File: src/rtl/branch_history_unit_if.sv
// Shared prediction type and the fetch/resolve/table-update bus of the branch history unit.
package branch_history_unit_pkg;
    typedef enum logic [1:0] {
        snt = 2'b00,
        wnt = 2'b01,
        wt  = 2'b10,
        st  = 2'b11
    } prediction_t;
endpackage

interface branch_history_unit_if
    import branch_history_unit_pkg::*;
#(
    parameter int unsigned past_branch_bits = 2
);
    logic                        fetch_valid;
    logic [31:0]                 fetch_pc;
    prediction_t                 fetch_prediction;
    logic                        fetch_ready;
    logic                        resolve_valid;
    logic                        resolve_taken;
    logic [31:0]                 resolve_target;
    logic [past_branch_bits-1:0] past_branches;
    logic                        update;
    logic                        correct;
    logic [31:0]                 pc_update;
    logic [31:0]                 calculated_target;
    prediction_t                 previous_prediction;
    logic [past_branch_bits-1:0] update_history;
    logic                        mispredict;
    logic [31:0]                 mispredict_count;
    logic [31:0]                 resolve_count;

    // Core side: issues fetches and resolutions, consumes table updates.
    modport master (
        output fetch_valid, fetch_pc, fetch_prediction,
        output resolve_valid, resolve_taken, resolve_target,
        input  fetch_ready, past_branches, update, correct, pc_update,
        input  calculated_target, previous_prediction, update_history,
        input  mispredict, mispredict_count, resolve_count
    );

    // History unit side.
    modport slave (
        input  fetch_valid, fetch_pc, fetch_prediction,
        input  resolve_valid, resolve_taken, resolve_target,
        output fetch_ready, past_branches, update, correct, pc_update,
        output calculated_target, previous_prediction, update_history,
        output mispredict, mispredict_count, resolve_count
    );
endinterface

File: src/rtl/branch_history_unit.sv
// Speculative global history plus in-order record FIFO of in-flight predicted branches.
// Optional statistics counters enabled by defining BHU_STATS_EN.
module branch_history_unit
    import branch_history_unit_pkg::*;
#(
    parameter int unsigned past_branch_bits = 2,
    parameter int unsigned depth            = 4
) (
    input logic                  clk,
    input logic                  rst,
    branch_history_unit_if.slave bus
);
    localparam int unsigned ptr_w = $clog2(depth);
    localparam int unsigned cnt_w = ptr_w + 1;

    logic [31:0]                 pc_mem   [depth];
    prediction_t                 pred_mem [depth];
    logic [past_branch_bits-1:0] hist_mem [depth];

    logic [ptr_w-1:0]            wr_ptr;
    logic [ptr_w-1:0]            rd_ptr;
    logic [cnt_w-1:0]            count;
    logic [cnt_w-1:0]            count_next;
    logic [past_branch_bits-1:0] ghr;

    logic        pop;
    logic        push;
    logic        flush;
    logic        pop_correct;
    logic [31:0] head_pc;
    prediction_t head_pred;
    logic [past_branch_bits-1:0] head_hist;

    assign head_pc   = pc_mem[rd_ptr];
    assign head_pred = pred_mem[rd_ptr];
    assign head_hist = hist_mem[rd_ptr];

    assign bus.fetch_ready   = (count != cnt_w'(depth));
    assign bus.past_branches = ghr;

    // Predicted direction is the counter's MSB (wt/st); a wrong pop flushes and wins over a push.
    assign pop         = bus.resolve_valid && (count != '0);
    assign pop_correct = (bus.resolve_taken == head_pred[1]);
    assign flush       = pop && !pop_correct;
    assign push        = bus.fetch_valid && bus.fetch_ready && !flush;

    always_comb begin
        count_next = count;
        if (flush) begin
            count_next = '0;
        end else if (push && !pop) begin
            count_next = count + cnt_w'(1);
        end else if (pop && !push) begin
            count_next = count - cnt_w'(1);
        end
    end

    // Record storage needs no reset; validity is tracked by the pointers and count.
    always_ff @(posedge clk) begin
        if (push) begin
            pc_mem[wr_ptr]   <= bus.fetch_pc;
            pred_mem[wr_ptr] <= bus.fetch_prediction;
            hist_mem[wr_ptr] <= ghr;
        end
    end

    always_ff @(posedge clk or posedge rst) begin
        if (rst) begin
            wr_ptr <= '0;
            rd_ptr <= '0;
            count  <= '0;
            ghr    <= '0;
        end else begin
            count <= count_next;
            if (flush) begin
                wr_ptr <= '0;
                rd_ptr <= '0;
                ghr    <= {head_hist[past_branch_bits-2:0], bus.resolve_taken};
            end else begin
                if (push) begin
                    wr_ptr <= wr_ptr + ptr_w'(1);
                    ghr    <= {ghr[past_branch_bits-2:0], bus.fetch_prediction[1]};
                end
                if (pop) begin
                    rd_ptr <= rd_ptr + ptr_w'(1);
                end
            end
        end
    end

    // Table training outputs: strobes pulse for one cycle, data holds between pops.
    always_ff @(posedge clk or posedge rst) begin
        if (rst) begin
            bus.update              <= 1'b0;
            bus.mispredict          <= 1'b0;
            bus.correct             <= 1'b0;
            bus.pc_update           <= '0;
            bus.calculated_target   <= '0;
            bus.update_history      <= '0;
            bus.previous_prediction <= snt;
        end else begin
            bus.update     <= pop;
            bus.mispredict <= flush;
            if (pop) begin
                bus.correct             <= pop_correct;
                bus.pc_update           <= head_pc;
                bus.previous_prediction <= head_pred;
                bus.update_history      <= head_hist;
                bus.calculated_target   <= bus.resolve_taken ? bus.resolve_target
                                                             : head_pc + 32'd4;
            end
        end
    end

`ifdef BHU_STATS_EN
    logic [31:0] resolve_cnt;
    logic [31:0] mispredict_cnt;

    // Saturating event counters.
    always_ff @(posedge clk or posedge rst) begin
        if (rst) begin
            resolve_cnt    <= '0;
            mispredict_cnt <= '0;
        end else begin
            if (pop && (resolve_cnt != '1)) begin
                resolve_cnt <= resolve_cnt + 32'd1;
            end
            if (flush && (mispredict_cnt != '1)) begin
                mispredict_cnt <= mispredict_cnt + 32'd1;
            end
        end
    end

    assign bus.resolve_count    = resolve_cnt;
    assign bus.mispredict_count = mispredict_cnt;
`else
    assign bus.resolve_count    = '0;
    assign bus.mispredict_count = '0;
`endif

endmodule

File: src/flat_wrapper.sv
// flat-port wrapper written by rule: the top's interface ports become plain ports
module branch_history_unit_flat import branch_history_unit_pkg::*;
#(
    parameter int unsigned past_branch_bits = 2,
    parameter int unsigned depth            = 4
)
  (clk, rst, bus_fetch_valid, bus_fetch_pc, bus_fetch_prediction, bus_resolve_valid, bus_resolve_taken, bus_resolve_target, bus_fetch_ready, bus_past_branches, bus_update, bus_correct, bus_pc_update, bus_calculated_target, bus_previous_prediction, bus_update_history, bus_mispredict, bus_mispredict_count, bus_resolve_count);
  branch_history_unit_if #(.past_branch_bits(past_branch_bits)) bus_i ();
  input logic clk;
  input logic rst;
  input wire logic [$bits(bus_i.fetch_valid)-1:0] bus_fetch_valid;
  input wire logic [$bits(bus_i.fetch_pc)-1:0] bus_fetch_pc;
  input wire logic [$bits(bus_i.fetch_prediction)-1:0] bus_fetch_prediction;
  input wire logic [$bits(bus_i.resolve_valid)-1:0] bus_resolve_valid;
  input wire logic [$bits(bus_i.resolve_taken)-1:0] bus_resolve_taken;
  input wire logic [$bits(bus_i.resolve_target)-1:0] bus_resolve_target;
  output wire logic [$bits(bus_i.fetch_ready)-1:0] bus_fetch_ready;
  output wire logic [$bits(bus_i.past_branches)-1:0] bus_past_branches;
  output wire logic [$bits(bus_i.update)-1:0] bus_update;
  output wire logic [$bits(bus_i.correct)-1:0] bus_correct;
  output wire logic [$bits(bus_i.pc_update)-1:0] bus_pc_update;
  output wire logic [$bits(bus_i.calculated_target)-1:0] bus_calculated_target;
  output wire logic [$bits(bus_i.previous_prediction)-1:0] bus_previous_prediction;
  output wire logic [$bits(bus_i.update_history)-1:0] bus_update_history;
  output wire logic [$bits(bus_i.mispredict)-1:0] bus_mispredict;
  output wire logic [$bits(bus_i.mispredict_count)-1:0] bus_mispredict_count;
  output wire logic [$bits(bus_i.resolve_count)-1:0] bus_resolve_count;
  assign bus_i.fetch_valid = bus_fetch_valid;
  assign bus_i.fetch_pc = bus_fetch_pc;
  assign bus_i.fetch_prediction = bus_fetch_prediction;
  assign bus_i.resolve_valid = bus_resolve_valid;
  assign bus_i.resolve_taken = bus_resolve_taken;
  assign bus_i.resolve_target = bus_resolve_target;
  assign bus_fetch_ready = bus_i.fetch_ready;
  assign bus_past_branches = bus_i.past_branches;
  assign bus_update = bus_i.update;
  assign bus_correct = bus_i.correct;
  assign bus_pc_update = bus_i.pc_update;
  assign bus_calculated_target = bus_i.calculated_target;
  assign bus_previous_prediction = bus_i.previous_prediction;
  assign bus_update_history = bus_i.update_history;
  assign bus_mispredict = bus_i.mispredict;
  assign bus_mispredict_count = bus_i.mispredict_count;
  assign bus_resolve_count = bus_i.resolve_count;
  branch_history_unit #(.past_branch_bits(past_branch_bits), .depth(depth)) u_core (.clk(clk), .rst(rst), .bus(bus_i));
endmodule
File: config.mk
export PLATFORM = sky130hd
export DESIGN_NAME = branch_history_unit_flat
export DESIGN_NICKNAME = d
export VERILOG_FILES = /design/src/rtl/branch_history_unit_if.sv /design/src/rtl/branch_history_unit.sv /design/src/flat_wrapper.sv
export SDC_FILE = /design/constraint.sdc
export NUM_CORES = 1
export LEC_CHECK = 0
export ABC_AREA = 1
export CAP_MARGIN = 10
export CELL_PAD_IN_SITES_DETAIL_PLACEMENT = 0
export CELL_PAD_IN_SITES_GLOBAL_PLACEMENT = 2
export CORE_UTILIZATION = 30
export CTS_CLUSTER_DIAMETER = 100
export DETAILED_ROUTE_END_ITERATION = 10
export HOLD_SLACK_MARGIN = 0.15
export PLACE_DENSITY = 0.79
export RECOVER_POWER = 25
export REMOVE_ABC_BUFFERS = 1
export SLEW_MARGIN = 10
export SYNTH_ARGS = -nofsm -noshare
export SYNTH_HDL_FRONTEND = slang
export SYNTH_SLANG_ARGS = --single-unit
File: constraint.sdc
create_clock -name clk -period 4 [get_ports clk]
set_input_delay 0.8 -clock clk [delete_from_list [all_inputs] [get_ports clk]]
set_output_delay 0.8 -clock clk [all_outputs]
set_load 0.1 [all_outputs]
; After elaboration in Yosys (flattened, before gate mapping)
; Memory sizes are Yosys's and may differ from the RTL's.
; Index checks and enable logic that the tools add are counted.
[totals]
regBits = 80
ramBits = 144
input_bits = 71
out_inout_bits = 138
word_cells = 47
mem_count = 3
[op_classes]
addsub = 5
eq_ne = 2
muxes = 12
reduce_logical = 14
[memory_table]
columns = memory, depth, word_bits, rd, rd_clocked_by_memory_dff, wr, line_no
row1 = u_core.pc_mem, 4, 32, 1, 0, 1, branch_history_unit.sv:16  ; logic [31:0] pc_mem [depth];
row2 = u_core.hist_mem, 4, 2, 1, 0, 1, branch_history_unit.sv:18  ; logic [past_branch_bits-1:0] hist_mem [depth];
row3 = u_core.pred_mem, 4, 2, 1, 0, 1, branch_history_unit.sv:17  ; prediction_t pred_mem [depth];
[ops]
columns = operator, n
row1 = $add 32x3->32 const B, 1
row2 = $mux 32, 1
row3 = $mux 2, 6
row4 = $mux 3, 3
row5 = $logic_and 1x1->1, 6
row6 = $reduce_bool 3->1, 2
row7 = $add 2x1->2 const B, 2
row8 = $logic_not 1->1, 4
row9 = $reduce_bool 2->1, 2
row10 = $add 3x1->3 const B, 1
row11 = $ne 3x3->1 const B, 1
row12 = $sub 3x1->3 const B, 1
row13 = $mux 1, 2
row14 = $eq 1x1->1, 1

; Logic depth before layout (Yosys ltp)
; Gate-level depths: netlist of run 1.
; An unclocked memory read counts as a cell.
[logic_depth]
word_depth = 11
ltp_mapped = 17
ltp_nobuf = 15

; Worst setup path before layout of run 1
; OpenSTA, ideal clock, no wires.
[synth_path]
kind = input to register
start = in bus_resolve_taken
end = mem u_core.hist_mem[0][0] (enable)
setup_ps = 429
arrival_ps = 3116
required_ps = 3571
slack_ps = 455
cell_stages = 6
n_path_buf = 1
cell_sequence = clkbuf_1 -> clkinv_1 -> xor2_1 -> nand2_1 -> nand2_2 -> nor2_1
[synth_between]
elab_chain_cells = 7
[synth_lines]
columns = element, line_no
row1 = start: declaration, flat_wrapper.sv:15  ; input wire logic [$bits(bus_i.resolve_taken)-1:0] bus_resolve_taken;
row2 = $eq 1x1->1, branch_history_unit.sv:43  ; assign pop_correct = (bus.resolve_taken == head_pred[1]);
row3 = $logic_not 1->1, branch_history_unit.sv:44  ; assign flush = pop && !pop_correct;
row4 = $logic_and 1x1->1, branch_history_unit.sv:44
row5 = $logic_not 1->1, branch_history_unit.sv:45  ; assign push = bus.fetch_valid && bus.fetch_ready && !flush;
row6 = $logic_and 1x1->1, branch_history_unit.sv:45
row7 = $mux 1, branch_history_unit.sv:60  ; if (push) begin
row8 = $mux 1 (implied by the code), branch_history_unit.sv:63  ; hist_mem[wr_ptr] <= ghr;
row9 = end: declaration, branch_history_unit.sv:18
; Every way passes these cells.

; Worst setup path in the final report of run 1
[layout_path]
start = reg u_core.count[2]
end = out bus_fetch_ready
[layout_between]
elab_chain_cells = 1
[layout_lines]
columns = element, line_no
row1 = start: declaration, branch_history_unit.sv:22  ; logic [cnt_w-1:0] count;
row2 = start signal: assignment, branch_history_unit.sv:74  ; count <= count_next;
row3 = $ne 3x3->1, branch_history_unit.sv:38  ; assign bus.fetch_ready = (count != cnt_w'(depth));
row4 = end: declaration, flat_wrapper.sv:17  ; output wire logic [$bits(bus_i.fetch_ready)-1:0] bus_fetch_ready;
; Every way passes these cells.

==> impl_results.md, run 1 <==
* I/O Buffers at 144
* Yosys top cell by area: edfxtp_1
* Design Area, Final at 13,400 um2
* Post-CTS Setup Inserts at 0
* RSZ-0062 raised after global routing: false
* Post-Syn Instances at 1,186
* Post-synthesis sequential area ratio at 58.6%
* Worst Slack Setup Final at 0.955 ns
* Largest net degree at the start of global routing at 74
* Die Width at 192 um
* Worst hold path class: flip-flop to flip-flop
* Via count at 7,831
* Worst hold slack at 0.476 ns
* Final period util at 76.1%
* TritonCTS Sinks at 224
* Ys flop type: edfxtp_1
* Synth top area cells: edfxtp_1 (40%), dfrtp_1 (19%), nand2_1 (14%)
* Ratio of cells with drive above 1 in the final layout at 8.38%
* Max Root-Sink Buffers at 3
* CTS H-tree lvls at 1
* CP endpoint kind: output port
* Final HPWL DP at 19,000 um
* Rows at 69
* Status: completed
* Total wire length at 28,500 um
* Io pins at 209
* Initial antenna violation count at 4
* Post_cts resized at 0
* Clk pin slew, worst setup/hold paths at 0.06 ns
* Critical path peak fanout at 3
* Multi-input logic area at 3600 um2
* Drt wl/cell at 15.7 um
* Synthesized area per cell at 9.10 um2
* Hold buffers post-CTS at 0
* DRT Pass-1 Iters at 5
* Antenna Violating Nets Remaining at 0
* Core area at 35,500 um2
* DRC viols at 0
* Synth top cells by count: nand2_1 (406), edfxtp_1 (144), nor2_1 (108)
* Hold Vio Cnt, Final at 0
* Most frequent cell after synthesis: nand2_1
* EDFF count, synth at 144
* Max-slew headroom at 29.7%
* Synth warn at 0
* Max cap viols at 0
* Pre-CTS setup slack at 0.790 ns
* Clock buffer count from CTS at 26
* CP Launch Type: flip-flop
* Total global routing overflow at 0
* Root buffer cell: clkbuf_16
* Fmax achieved at 328 MHz
* Initial core utilization at 30.4%
* Area Overhead vs Synth at 24.3%
* Final #Nets at 1,406
* Slew @ Worst Pin at 1.05 ns
* Minimum clock period at 3.04 ns
* Die height at 192 um
* Reg area at 6330 um2
* Die area at 36,700 um2
* CP Class: flip-flop to output port
* Max Transition Viols Final at 0
* Vias in the first global route at 7,381
* CTS tree: yes
* Setup-failing EPs final at 0
* GP Congestion at 0.733
* CP required at 3.20 ns
* Synthesized area at 10,800 um2
* FFs w/ async S/R, synth at 35.7%
* DP Area at 12,500 um2
* Synth Register Bits at 224
* First-pass GRT wire length at 43,400 um
* Final clock skew at 0.0134 ns
* Number of vias per cell at 4.32
* Netlist cell types at 33
* Layout fillers at 3,591
* CP Data Arrival Time at 2.24 ns
* 1st-iter DRT viols at 387
* Post-synth top area share at 40.1%
* GRT Resource Usage Total at 15.6%
* Clock insertion delay at the later pin of the skew report at 0.55 ns
## final cells by class
cell class / instances / area share, %
Antenna cell: 2 / 0.0373
Clock buffer: 29 / 5.09
Clock inverter: 19 / 1.85
Inverter: 98 / 2.81
Multi-Input combinational cell: 816 / 26.9
Sequential cell: 224 / 47.2
Tap cell: 461 / 4.30
Timing Repair Buffer: 162 / 11.9
## cells in the final DEF, fill, tap and decap left out, types with 11 or more instances in the layout
| master | instances |
|---|---|
| a21oi_1 | 25 |
| buf_4 | 17 |
| clkbuf_16 | 26 |
| clkdlybuf4s50_1 | 113 |
| conb_1 | 64 |
| dfrtp_1 | 78 |
| dlygate4sd3_1 | 31 |
| edfxtp_1 | 144 |
| inv_1 | 90 |
| nand2_1 | 406 |
| nand2_2 | 17 |
| nand3_1 | 92 |
| nor2_1 | 104 |
| nor2_2 | 11 |
| nor2_4 | 13 |
| o21ai_0 | 51 |
## final timing paths
kind / slack, ns / end / depth (start not counted) / from
max: 0.96 / bus_fetch_ready / 2 / u_core.count[2]
min: 0.48 / u_core.bus.calculated_target[13] / 2 / u_core.bus.calculated_target[13]
max reg2reg: 1.12 / u_core.count[2] / 13 / u_core.rd_ptr[1]
min reg2reg: 0.48 / u_core.bus.calculated_target[13] / 2 / u_core.bus.calculated_target[13]
max in group asynchronous: 2.59 / u_core.bus.calculated_target[12] / 3 / rst
min in group asynchronous: 0.69 / u_core.bus.calculated_target[1] / 2 / rst
## worst max-delay path, stage by stage, from the launching register on
cell and delay (ns):
dfrtp_1 0.43, nand3_1 0.13, clkdlybuf4s50_1 1.14
## logic make-up (layout without fill, tap and decap cells)
group / after synthesis / after routing / share of synthesized area, %
simple gates: 652 / 652 / 25.4
buf+inv: 209 / 308 / 10.5
xor+xnor: 4 / 4 / 0.325
fa+ha+maj: 7 / 7 / 0.881
flops: 224 / 224 / 58.6
other cells: 1 / 66 / 0.0348
compound gates: 89 / 89 / 4.20
## metal layers
layer / wire length (um) / vias up / GRT usage (%)
met5: 41 / - / 0
met4: 514 / 6 / 3.48
met3: 1510 / 35 / 2.65
met2: 13500 / 215 / 26.0
met1: 12900 / 3614 / 21.2
li1: - / 3961 / -
## sequential cells by signal, summed over array words and instances, names as in the netlist, 2 cells and up
signal                          cells
u_core.count                        3
u_core.pc_mem                     128
u_core.bus.update_history           2
u_core.bus.past_branches            2
u_core.bus.calculated_target       32
u_core.hist_mem                     8
u_core.wr_ptr                       2
u_core.bus.pc_update               32
u_core.bus.previous_prediction      2
u_core.rd_ptr                       2
u_core.pred_mem                     8
## through the flow
step | TNS [ns] | util, % | std cells
after floorplan | -664.84 | - | 1138
after global placement | 0 | 35.2 | 1761
after detailed placement | 0 | 35.2 | 1761
after CTS | 0 | 37.8 | 1809
after global routing | 0 | 37.8 | 1810
final | 0 | 37.8 | 1811
Power of run 1 is left out: the tool's default activity adds up to more than one toggle a clock period on the data nets, which glitch-free logic cannot reach.
==> inputs of run 2 (changes only) <==
--- a/config.mk
+++ b/config.mk
@@ -9,7 +9,7 @@
 export CAP_MARGIN = 10
 export CELL_PAD_IN_SITES_DETAIL_PLACEMENT = 0
 export CELL_PAD_IN_SITES_GLOBAL_PLACEMENT = 2
-export CORE_UTILIZATION = 30
+export CORE_UTILIZATION = 29
 export CTS_CLUSTER_DIAMETER = 100
 export DETAILED_ROUTE_END_ITERATION = 10
 export HOLD_SLACK_MARGIN = 0.15
==> constraint.sdc (replaced) <==
create_clock -name clk -period 2.5 [get_ports clk]
set_input_delay 0.5 -clock clk [delete_from_list [all_inputs] [get_ports clk]]
set_output_delay 0.5 -clock clk [all_outputs]
set_load 0.1 [all_outputs]
==> run 2 against run 1 <==
Against the previous run:
- sequential share of layout area down 0.79 points
- critical path type is now flip-flop to flip-flop
- register-to-register slack worse by 0.96 ns
- flip-flop and latch count unchanged
- first-iteration DRC count is 5.9% higher
==> impl_results.md, run 2 (synthesis gave the netlist of run 1 again) <==
* Ratio of cells with drive above 1 in the final layout at 17.2% (+8.8 points)
* Die Width at 195 um (+1.7%)
* Rows at 70 (+1.4%)
* Final HPWL DP at 19,300 um (+1.4%)
* Final clock skew at 0.0143 ns (+0.000909 ns)
* Hold buffers post-CTS at 0 (unchanged)
* GP Congestion at 0.782 (+6.8%)
* Total global routing overflow at 0 (unchanged)
* Commonest non-fill, non-tap cells in the layout: nand2_1 (402), edfxtp_1 (144), buf_4 (127), nor2_1 (102)
* Area Overhead vs Synth at 26.4%
* Hold Vio Cnt, Final at 0 (unchanged)
* DP Area at 12,700 um2 (+1.7%)
* Status: completed
* Number of vias per cell at 4.30 (-0.66%)
* Total wire length at 28,700 um (+0.63%)
* Root buffer cell: clkbuf_16
* Core area at 36,600 um2 (+3.2%)
* Pre-CTS setup slack at -0.0813 ns (-0.871 ns)
* Flip-flop count of the largest register after layout at 128 (unchanged)
* Largest net degree at the start of global routing at 117 (+58%)
* Largest register by flop count: u_core.pc_mem
* CP Data Arrival Time at 2.80 ns (+0.56 ns)
* Commonest non-fill, non-tap cell in the layout: nand2_1
* DRT Pass-1 Iters at 5 (unchanged)
* CTS tree: yes
* RSZ-0062 raised after global routing: true
* First-pass GRT wire length at 44,400 um (+2.2%)
* Via count at 8,003 (+2.2%)
* I/O Buffers at 144 (unchanged)
* Slew @ Worst Pin at 0.676 ns (-0.375 ns)
* Die height at 195 um (+1.7%)
* Clk pin slew, worst setup/hold paths at 0.06 ns (about the same)
* Max Root-Sink Buffers at 3 (unchanged)
* Initial antenna violation count at 5 (+1)
* DRC viols at 0 (unchanged)
* Io pins at 209 (unchanged)
* Worst R2R Start: u_core.rd_ptr[0]
* Vias in the first global route at 7,698 (+4.3%)
* CP endpoint kind: flip-flop
* GRT Resource Usage Total at 15.2% (-0.46 points)
* CP Launch Type: flip-flop
* Max Transition Viols Final at 0 (unchanged)
* Fmax achieved at 428 MHz
* Final #Nets at 1,452 (+3.3%)
* Largest regs: u_core.pc_mem: 128 flops, u_core.bus.calculated_target: 32 flops, u_core.bus.pc_update: 32 flops
* Antenna Violating Nets Remaining at 0 (unchanged)
* Final period util at 93.4%
* CP Launch Point: u_core.rd_ptr[0]
* Max cap viols at 0 (unchanged)
* Clock buffer count from CTS at 26 (unchanged)
* Critical path peak fanout at 7 (+4)
* Die area at 38,000 um2 (+3.4%)
* Worst hold path class: primary input to asynchronous set/reset pin
* Worst Slack Setup Final at 0.165 ns (-0.791 ns)
* Minimum clock period at 2.34 ns
* CP Class: flip-flop to flip-flop
* TritonCTS Sinks at 224 (unchanged)
* Initial core utilization at 29.5% (-0.94 points)
* CTS H-tree lvls at 1 (unchanged)
* Worst hold slack at 0.377 ns (-0.0986 ns)
* Post-route non-filler standard cell count at 1,863 (+2.9%)
* Max-slew headroom at 54.9% (+25 points)
* Design Area, Final at 13,600 um2 (+1.7%)
* CP required at 2.97 ns (-0.23 ns)
* Setup-failing EPs final at 0 (unchanged)
* 1st-iter DRT viols at 410 (+5.9%)
* Drt wl/cell at 15.4 um (-2.2%)
* Clock insertion delay at the later pin of the skew report at 0.54 ns (about the same)
* Dpl cells at 1,806 (+2.6%)
[run 2: cell types whose count changed in the layout (fill, tap and decap cells not counted), moves of 3 or more]
cell,change
clkinv_1,-4
buf_4,+110
clkbuf_1,+10
bufinv_16,-4
nand2_1,-4
buf_12,+7
clkdlybuf4s50_1,-76
nand3_2,+3
nand3_1,-3
nand2_2,+3
[run 2: area by class of cell]
type	count	area [um2]
inverter	98	377
tap	468	586
multi-input combinational	816	3660
timing repair buffer	208	1860
clock inverter	8	68.8
clock buffer	40	756
antenna	1	2.50
sequential	224	6330
fill	3701	23000
[run 2: per-stage QoR]
| step | utilization (%) | setup TNS (ns) |
|---|---|---|
| after global placement | 34.6 | -0.110 |
| after floorplan | - | -1004.98 |
| after global routing | 37.3 | -0.108 |
| final | 37.3 | 0 |
| after detailed placement | 34.6 | -0.0813 |
| after CTS | 36.9 | 0 |
[run 2: worst paths after layout]
path                       cells past startpoint  slack, ns                         endpoint
max                                           14       0.16                  u_core.count[2]
min                                            3       0.38  u_core.bus.calculated_target[0]
max reg2reg                                   14       0.16                  u_core.count[2]
min reg2reg                                    2       0.48  u_core.bus.calculated_target[1]
max in group asynchronous                      3       1.70         u_core.bus.pc_update[21]
min in group clk                               2       0.48  u_core.bus.calculated_target[1]
[run 2: metal layers]
metal	vias up	global-route usage, %	routed length [um]
li1	4050	-	-
met1	3707	20.5	13300
met2	198	25.1	13400
met3	42	2.62	1410
met4	6	3.73	444
met5	-	0	40
[run 2: timing repair]
| item | CTS | global route |
|---|---|---|
| buffers inserted | 0 | 8 |
| hold endpoints to repair | 0 | 0 |
| setup endpoints to repair | 0 | 22 |
| gates resized for setup | 0 | 19 |
[run 2: worst max-delay path, stage by stage (launching register included)]
cell and delay (ns):
dfrtp_2 0.49, buf_4 0.17, nand2_1 0.07, nand3_2 0.09
nand2_2 0.08, xor2_1 0.14, nand2_1 0.10, nand2_2 0.08
inv_2 0.04, ha_2 0.18, fa_2 0.33, a21oi_1 0.14
o21ai_1 0.09, xor2_1 0.16, nor2_1 0.10
Power of run 2 is left out for the same reason.
